$ cat src/rtl/esc_command_sequencer.sv
// ---------------------------------------------------------------------------
// esc_command_sequencer
//
// Purpose:
//   Gatekeeper between the assistance/throttle command sources and the motor
//   PWM generator. It selects the active command source, enforces the ESC
//   arming sequence, slew-limits the 10-bit duty request and applies the
//   brake and fault overrides. Decisions are paced by an internal control
//   tick derived from c50m. Brake and FaultIn act on every clock.
//
// Ports:
//   c50m          in   1   system clock
//   reset         in   1   synchronous, active-high reset
//   Enable        in   1   rider/system enable
//   TestMode      in   1   1 = ThrottleTest drives the target, 0 = AssistReq
//   AssistReq     in  12   assistance command
//   AssistValid   in   1   one-cycle pulse on each AssistReq update
//   ThrottleTest  in  12   bench throttle command
//   Brake         in   1   brake lever
//   FaultIn       in   1   external fault
//   MotorSignal   out 10   duty request to the PWM generator
//   Armed         out  1   high in IDLE, RUN and BRAKE
//   State         out  3   ARMING=0 IDLE=1 RUN=2 BRAKE=3 FAULT=4
//   TickPulse     out  1   one-cycle pulse on each control tick
//
// Build option:
//   WATCHDOG_EN - when defined, RUN with TestMode=0 faults if AssistValid
//                 has not pulsed for WDOG_TICKS ticks. When undefined there
//                 is no watchdog and AssistValid is ignored.
// ---------------------------------------------------------------------------
module esc_command_sequencer #(
   parameter int TICK_DIV   = 2500,
   parameter int ARM_TICKS  = 40000,
   parameter int RAMP_UP    = 4,
   parameter int RAMP_DOWN  = 16,
   parameter int WDOG_TICKS = 2000
) (
   input  logic        c50m,
   input  logic        reset,
   input  logic        Enable,
   input  logic        TestMode,
   input  logic [11:0] AssistReq,
   input  logic        AssistValid,
   input  logic [11:0] ThrottleTest,
   input  logic        Brake,
   input  logic        FaultIn,
   output logic [9:0]  MotorSignal,
   output logic        Armed,
   output logic [2:0]  State,
   output logic        TickPulse
);

   typedef enum logic [2:0] {
      ST_ARMING = 3'd0,
      ST_IDLE   = 3'd1,
      ST_RUN    = 3'd2,
      ST_BRAKE  = 3'd3,
      ST_FAULT  = 3'd4
   } state_t;

   localparam int TW = (TICK_DIV > 1) ? $clog2(TICK_DIV) : 1;
   localparam logic [TW-1:0] TICK_LAST = TW'(TICK_DIV - 1);

   localparam int AW = (ARM_TICKS > 1) ? $clog2(ARM_TICKS + 1) : 1;
   localparam logic [AW-1:0] ARM_LAST = AW'(ARM_TICKS - 1);

   // Step sizes clamped to the duty range so they fit the 10-bit datapath
   localparam logic [9:0] RAMP_UP_C   = 10'((RAMP_UP   > 1023) ? 1023 : RAMP_UP);
   localparam logic [9:0] RAMP_DOWN_C = 10'((RAMP_DOWN > 1023) ? 1023 : RAMP_DOWN);

   // Moves cur toward tgt by at most one ramp step. The large-step branch is
   // only taken when the step lands strictly before tgt, so it can neither
   // overshoot nor wrap past 0 or 1023.
   function automatic logic [9:0] ramp_step(input logic [9:0] cur, input logic [9:0] tgt);
      logic [9:0] diff;
      logic [9:0] res;
      diff = 10'd0;
      res  = cur;
      if (tgt > cur) begin
         diff = tgt - cur;
         res  = (diff > RAMP_UP_C) ? (cur + RAMP_UP_C) : tgt;
      end else if (tgt < cur) begin
         diff = cur - tgt;
         res  = (diff > RAMP_DOWN_C) ? (cur - RAMP_DOWN_C) : tgt;
      end else begin
         res  = cur;
      end
      return res;
   endfunction

   logic [TW-1:0] tick_cnt_q, tick_cnt_d;
   logic          tick_q, tick_d;
   state_t        state_q, state_d;
   logic [9:0]    motor_q, motor_d;
   logic          armed_q, armed_d;
   logic [AW-1:0] arm_q, arm_d;
   logic [9:0]    target_s;
   logic          wdog_trip_s;
   logic          fault_now_s;
   logic          unused_s;

   // Only the upper ten bits of the 12-bit commands form the target
   assign unused_s = ^{AssistReq[1:0], ThrottleTest[1:0]};
   assign target_s = TestMode ? ThrottleTest[11:2] : AssistReq[11:2];

   // Watchdog trips share the external fault path and its priority
   assign fault_now_s = FaultIn | wdog_trip_s;

   // Prescaler next value; the tick flag is high while the count sits at 0
   always_comb begin
      tick_cnt_d = tick_cnt_q;
      tick_d     = 1'b0;
      if (tick_cnt_q == TICK_LAST) begin
         tick_cnt_d = {TW{1'b0}};
         tick_d     = 1'b1;
      end else begin
         tick_cnt_d = tick_cnt_q + TW'(1);
         tick_d     = 1'b0;
      end
   end

   // Prescaler registers
   always_ff @(posedge c50m) begin
      if (reset) begin
         tick_cnt_q <= {TW{1'b0}};
         tick_q     <= 1'b0;
      end else begin
         tick_cnt_q <= tick_cnt_d;
         tick_q     <= tick_d;
      end
   end

   // Arm counter: counts consecutive enabled ticks in ARMING, zero elsewhere
   always_comb begin
      arm_d = arm_q;
      if ((state_q != ST_ARMING) || !Enable) begin
         arm_d = {AW{1'b0}};
      end else if (tick_q) begin
         if (arm_q == ARM_LAST) begin
            arm_d = {AW{1'b0}};
         end else begin
            arm_d = arm_q + AW'(1);
         end
      end else begin
         arm_d = arm_q;
      end
   end

   // FSM state register
   always_ff @(posedge c50m) begin
      if (reset) begin
         state_q <= ST_ARMING;
      end else begin
         state_q <= state_d;
      end
   end

   // FSM next state: faults and brake act every clock, the rest on ticks
   always_comb begin
      state_d = state_q;
      if (fault_now_s) begin
         state_d = ST_FAULT;
      end else begin
         case (state_q)
            ST_ARMING: begin
               if (tick_q && Enable && (arm_q == ARM_LAST)) begin
                  state_d = ST_IDLE;
               end else begin
                  state_d = ST_ARMING;
               end
            end
            ST_IDLE: begin
               if (Brake) begin
                  state_d = ST_BRAKE;
               end else if (tick_q && Enable && (target_s != 10'd0)) begin
                  state_d = ST_RUN;
               end else begin
                  state_d = ST_IDLE;
               end
            end
            ST_RUN: begin
               if (Brake) begin
                  state_d = ST_BRAKE;
               end else if (tick_q && !Enable) begin
                  state_d = ST_IDLE;
               end else begin
                  state_d = ST_RUN;
               end
            end
            ST_BRAKE: begin
               if (tick_q && !Brake) begin
                  state_d = ST_IDLE;
               end else begin
                  state_d = ST_BRAKE;
               end
            end
            ST_FAULT: begin
               // Latched: leaving needs the fault gone and the rider disabled
               if (tick_q && !FaultIn && !Enable) begin
                  state_d = ST_ARMING;
               end else begin
                  state_d = ST_FAULT;
               end
            end
            default: begin
               state_d = ST_FAULT;
            end
         endcase
      end
   end

   // FSM outputs: only RUN drives a non-zero duty, and only on ticks
   always_comb begin
      motor_d = 10'd0;
      if (fault_now_s) begin
         motor_d = 10'd0;
      end else begin
         case (state_q)
            ST_RUN: begin
               if (Brake) begin
                  motor_d = 10'd0;
               end else if (!tick_q) begin
                  motor_d = motor_q;
               end else if (!Enable) begin
                  motor_d = 10'd0;
               end else begin
                  motor_d = ramp_step(motor_q, target_s);
               end
            end
            default: begin
               motor_d = 10'd0;
            end
         endcase
      end
      armed_d = (state_d == ST_IDLE) || (state_d == ST_RUN) || (state_d == ST_BRAKE);
   end

   // Output and arm-counter registers
   always_ff @(posedge c50m) begin
      if (reset) begin
         motor_q <= 10'd0;
         armed_q <= 1'b0;
         arm_q   <= {AW{1'b0}};
      end else begin
         motor_q <= motor_d;
         armed_q <= armed_d;
         arm_q   <= arm_d;
      end
   end

`ifdef WATCHDOG_EN
   localparam int WW = (WDOG_TICKS > 1) ? $clog2(WDOG_TICKS) : 1;
   localparam logic [WW-1:0] WDOG_LAST = WW'(WDOG_TICKS - 1);

   logic [WW-1:0] wdog_q, wdog_d;
   logic          wdog_active_s;

   assign wdog_active_s = (state_q == ST_RUN) && !TestMode;
   // An AssistValid on the expiring tick still counts as a fresh update
   assign wdog_trip_s   = wdog_active_s && tick_q && !AssistValid && (wdog_q == WDOG_LAST);

   // Watchdog next value: held at zero unless RUN is fed from AssistReq
   always_comb begin
      wdog_d = wdog_q;
      if (!wdog_active_s || AssistValid) begin
         wdog_d = {WW{1'b0}};
      end else if (tick_q) begin
         if (wdog_q == WDOG_LAST) begin
            wdog_d = {WW{1'b0}};
         end else begin
            wdog_d = wdog_q + WW'(1);
         end
      end else begin
         wdog_d = wdog_q;
      end
   end

   // Watchdog register
   always_ff @(posedge c50m) begin
      if (reset) begin
         wdog_q <= {WW{1'b0}};
      end else begin
         wdog_q <= wdog_d;
      end
   end
`else
   logic wdog_unused_s;

   assign wdog_trip_s   = 1'b0;
   assign wdog_unused_s = AssistValid & (WDOG_TICKS != 0);
`endif

   assign MotorSignal = motor_q;
   assign Armed       = armed_q;
   assign State       = state_q;
   assign TickPulse   = tick_q;

endmodule
$ cat config.mk
export PLATFORM = sky130hd
export DESIGN_NAME = esc_command_sequencer
export DESIGN_NICKNAME = d
export VERILOG_FILES = /design/src/rtl/esc_command_sequencer.sv
export SDC_FILE = /design/constraint.sdc
export NUM_CORES = 1
export LEC_CHECK = 0
export BUFFER_PORTS_ARGS = -buffer_cell sky130_fd_sc_hd__buf_2
export CAP_MARGIN = 20
export CORE_MARGIN = 5
export CORE_UTILIZATION = 50
export CTS_CLUSTER_DIAMETER = 200
export CTS_CLUSTER_SIZE = 16
export DETAILED_ROUTE_END_ITERATION = 10
export HOLD_SLACK_MARGIN = 0.08
export PLACE_DENSITY = 0.67
export SETUP_SLACK_MARGIN = 0.15
export SYNTH_ARGS = -nofsm -noshare
export SYNTH_HDL_FRONTEND = slang
export SYNTH_SLANG_ARGS = --single-unit
$ cat constraint.sdc
create_clock -name c50m -period 11.5 [get_ports c50m]
set_clock_uncertainty 0.1 [all_clocks]
set_input_delay 0.575 -clock c50m [delete_from_list [all_inputs] [get_ports c50m]]
set_output_delay 0.575 -clock c50m [all_outputs]
set_load 0.1 [all_outputs]
==> results_dict.tcl <==
set metrics [dict create \
    status "finished clean" \
    io_buffers 40 \
    critPathKind "input pin to flop" \
    critPathLaunchType "input pin" \
    syn-num-nets 474 \
    finalCriticalPeriod_ns 4.253 \
    ys_types 56 \
    tritoncts "done" \
    post_cts_resized 0 \
    synth_ff_type "dfxtp_1" \
    place_hpwl_um 6048 \
    hp-class "flop to flop" \
    setup_viol 0 \
    rsz0062_at_grt "no" \
    fin_cells 529 \
    fp.dieArea_um2 8191 \
    path_max_fanout 11 \
    final_hold_viol_count 0 \
    clk_root_buffer_cell "clkbuf_8" \
    yosys-top-cells-count "nor2_1, dfxtp_1, nand2_1, inv_1, ha_1" \
    coreArea_um2 6314 \
    via_per_inst 5.643 \
    synth_most_common_cell "nor2_1" \
    post_cts_buffers 0 \
    n_fill_cell 640 \
    synth.area.top_cells "dfxtp_1, ha_1, nor2_1, xnor2_1, xor2_1" \
    gp_congestion 0.9270 \
    cap_violations 0 \
    dr_total_vias 2985 \
    routedWlPerCell_um 14.64 \
    hold_buffers 0 \
    drtIter0Drc 110 \
    syn_area_um2 3241 \
    drc 0 \
    placedCellCount 521 \
    die_h_um 90.51 \
    synth.top_cell.area_share_pct 26.56 \
    synthArstFlopShare_pct 0 \
    start_util_pct 51.33 \
    syn_to_final_growth_pct 10.93 \
    grt_overflow 0 \
    nets 507 \
    period_share_pct 36.98 \
    n_antenna_cell 0 \
    final_antenna_net_count 0 \
    required_ns 11.61 \
    tightest_slew_ns 0.6814 \
    synth_edf_count 0 \
    avgSynthCellArea_um2 7.753 \
    ctsHtreeMaxLevel 2 \
    ys_seq_elements 43 \
    path_clk_slew_ns 0.09 \
    grt_usage_pct 18.91 \
    clkSinkCount 43 \
    fmax_mhz 235.2 \
    rows 29 \
    seq_area_frac_synth_pct 26.56 \
    clock_path_buffers 2 \
    relSlewSlack_pct 53.93 \
    ir_worst_vdd_mv 0.07551 \
    synth_cells 418 \
    clk_latency_ns 0.30 \
    cts_buffers 5 \
    grt_max_degree 17 \
    final_layout_size_suffix_gt1_share_pct 12.61 \
    grt_pass1_wl_um 13210 \
    dr.pass1.iters 4 \
    die_width_um 90.51 \
    critPathCaptureType "flop" \
    antenna_found_initial 0 \
    wl_um 7744 \
    p_leak_nw 1.476 \
    critical_path_arrival_ns 4.37 \
    yosys.area.top_type "dfxtp_1" \
    fin_tns_setup_ns 0 \
    power.density_nw_per_um2 93.25 \
    io_pins 46 \
    synth_warnings 0 \
    first_global_vias 2867 \
    final-max-slew-violation-count 0 \
]
==> layer usage <==
metal / track usage [%] / part of all wire [%] / vias to the layer above
met5: 0 / 0 / -
met2: 31.60 / 47 / 77
met4: 5.583 / 1.5 / 0
met3: 4.000 / 5.6 / 12
li1: - / - / 1536
met1: 24.29 / 46 / 1360
==> flip-flops by register name, indices dropped and copies added (netlist names) <==
signal       count
MotorSignal     10
TickPulse        1
Armed            1
arm_q           16
State            3
tick_cnt_q      12
==> worst max-delay path, stage by stage <==
cell and delay (ns):
buf_2 0.29, mux2i_1 0.56, inv_1 0.10, ha_1 0.36
nor2b_4 0.16, o21a_1 0.17, or3_1 0.31, a2111oi_0 0.35
or4b_1 0.71, and2_1 0.32, nand4_1 0.11, a32oi_1 0.10
o31ai_1 0.23
==> cell families (layout without fill, tap and decap cells) <==
| kind of cell | after synthesis | count (layout) | synth area share (%) |
|---|---|---|---|
| fa+ha+maj | 25 | 25 | 9.884 |
| xor+xnor | 36 | 36 | 9.730 |
| flops | 43 | 43 | 26.56 |
| simple gates | 179 | 179 | 26.95 |
| mux | 17 | 17 | 5.444 |
| compound gates | 79 | 79 | 16.56 |
| buf+inv | 39 | 73 | 4.865 |
==> report_power, final <==
group          leakage, nW  switching, W  internal, W
registers            0.347    0.00000105     0.000150
clock network       0.0618     0.0000537    0.0000715
logic                 1.07     0.0000363    0.0000229
==> through the flow <==
step / setup WS, ns / cell area [µm²] / power, W / util (%) / hold WS, ns
floorplan: 7.425 / 3241 / 0.0001978 / - / 0.3175
global placement: 6.965 / 3473 / 0.0002120 / 55.01 / 0.3310
detailed placement: 6.973 / 3473 / 0.0002128 / 55.01 / 0.3425
CTS: 7.258 / 3595 / 0.0003380 / 56.94 / 0.3618
global route: 6.912 / 3595 / 0.0003514 / 56.94 / 0.4041
finish: 7.247 / 3595 / 0.0003352 / 56.94 / 0.3564
==> final timing paths <==
check | start | endpoint | slack [ns] | cells past startpoint
setup / recovery | TestMode | MotorSignal[9] | 7.25 | 13
hold / removal | tick_cnt_q[0] | tick_cnt_q[0] | 0.36 | 1
setup reg to reg | MotorSignal[7] | MotorSignal[9] | 7.81 | 11
hold reg to reg | tick_cnt_q[0] | tick_cnt_q[0] | 0.36 | 1
==> cells in the final DEF (no fill, tap or decap), types with 6 or more instances in the layout <==
cell	synthesis	layout
mux2i_1	12	12
o21ai_0	12	12
nand4_1	11	11
nand2_1	36	36
ha_1	24	24
xor2_1	18	18
nand2b_1	10	10
nor3_1	8	8
nand3_1	23	23
buf_2	3	40
dfxtp_1	43	43
a21oi_1	17	17
clkbuf_8	0	6
inv_1	25	25
xnor2_1	18	18
nor2_1	58	58
==> final cells by class <==
cell class	instances	area (µm²)	share of cell area (%)
clock inverter	2	38.79	1.079
sequential	43	860.8	23.95
tap	77	96.34	2.680
inverter	25	93.84	2.611
timing repair buffer	40	200.2	5.569
multi-input combinational	336	2222	61.82
clock buffer	6	82.58	2.297
(Power assumes the default switching activity.)
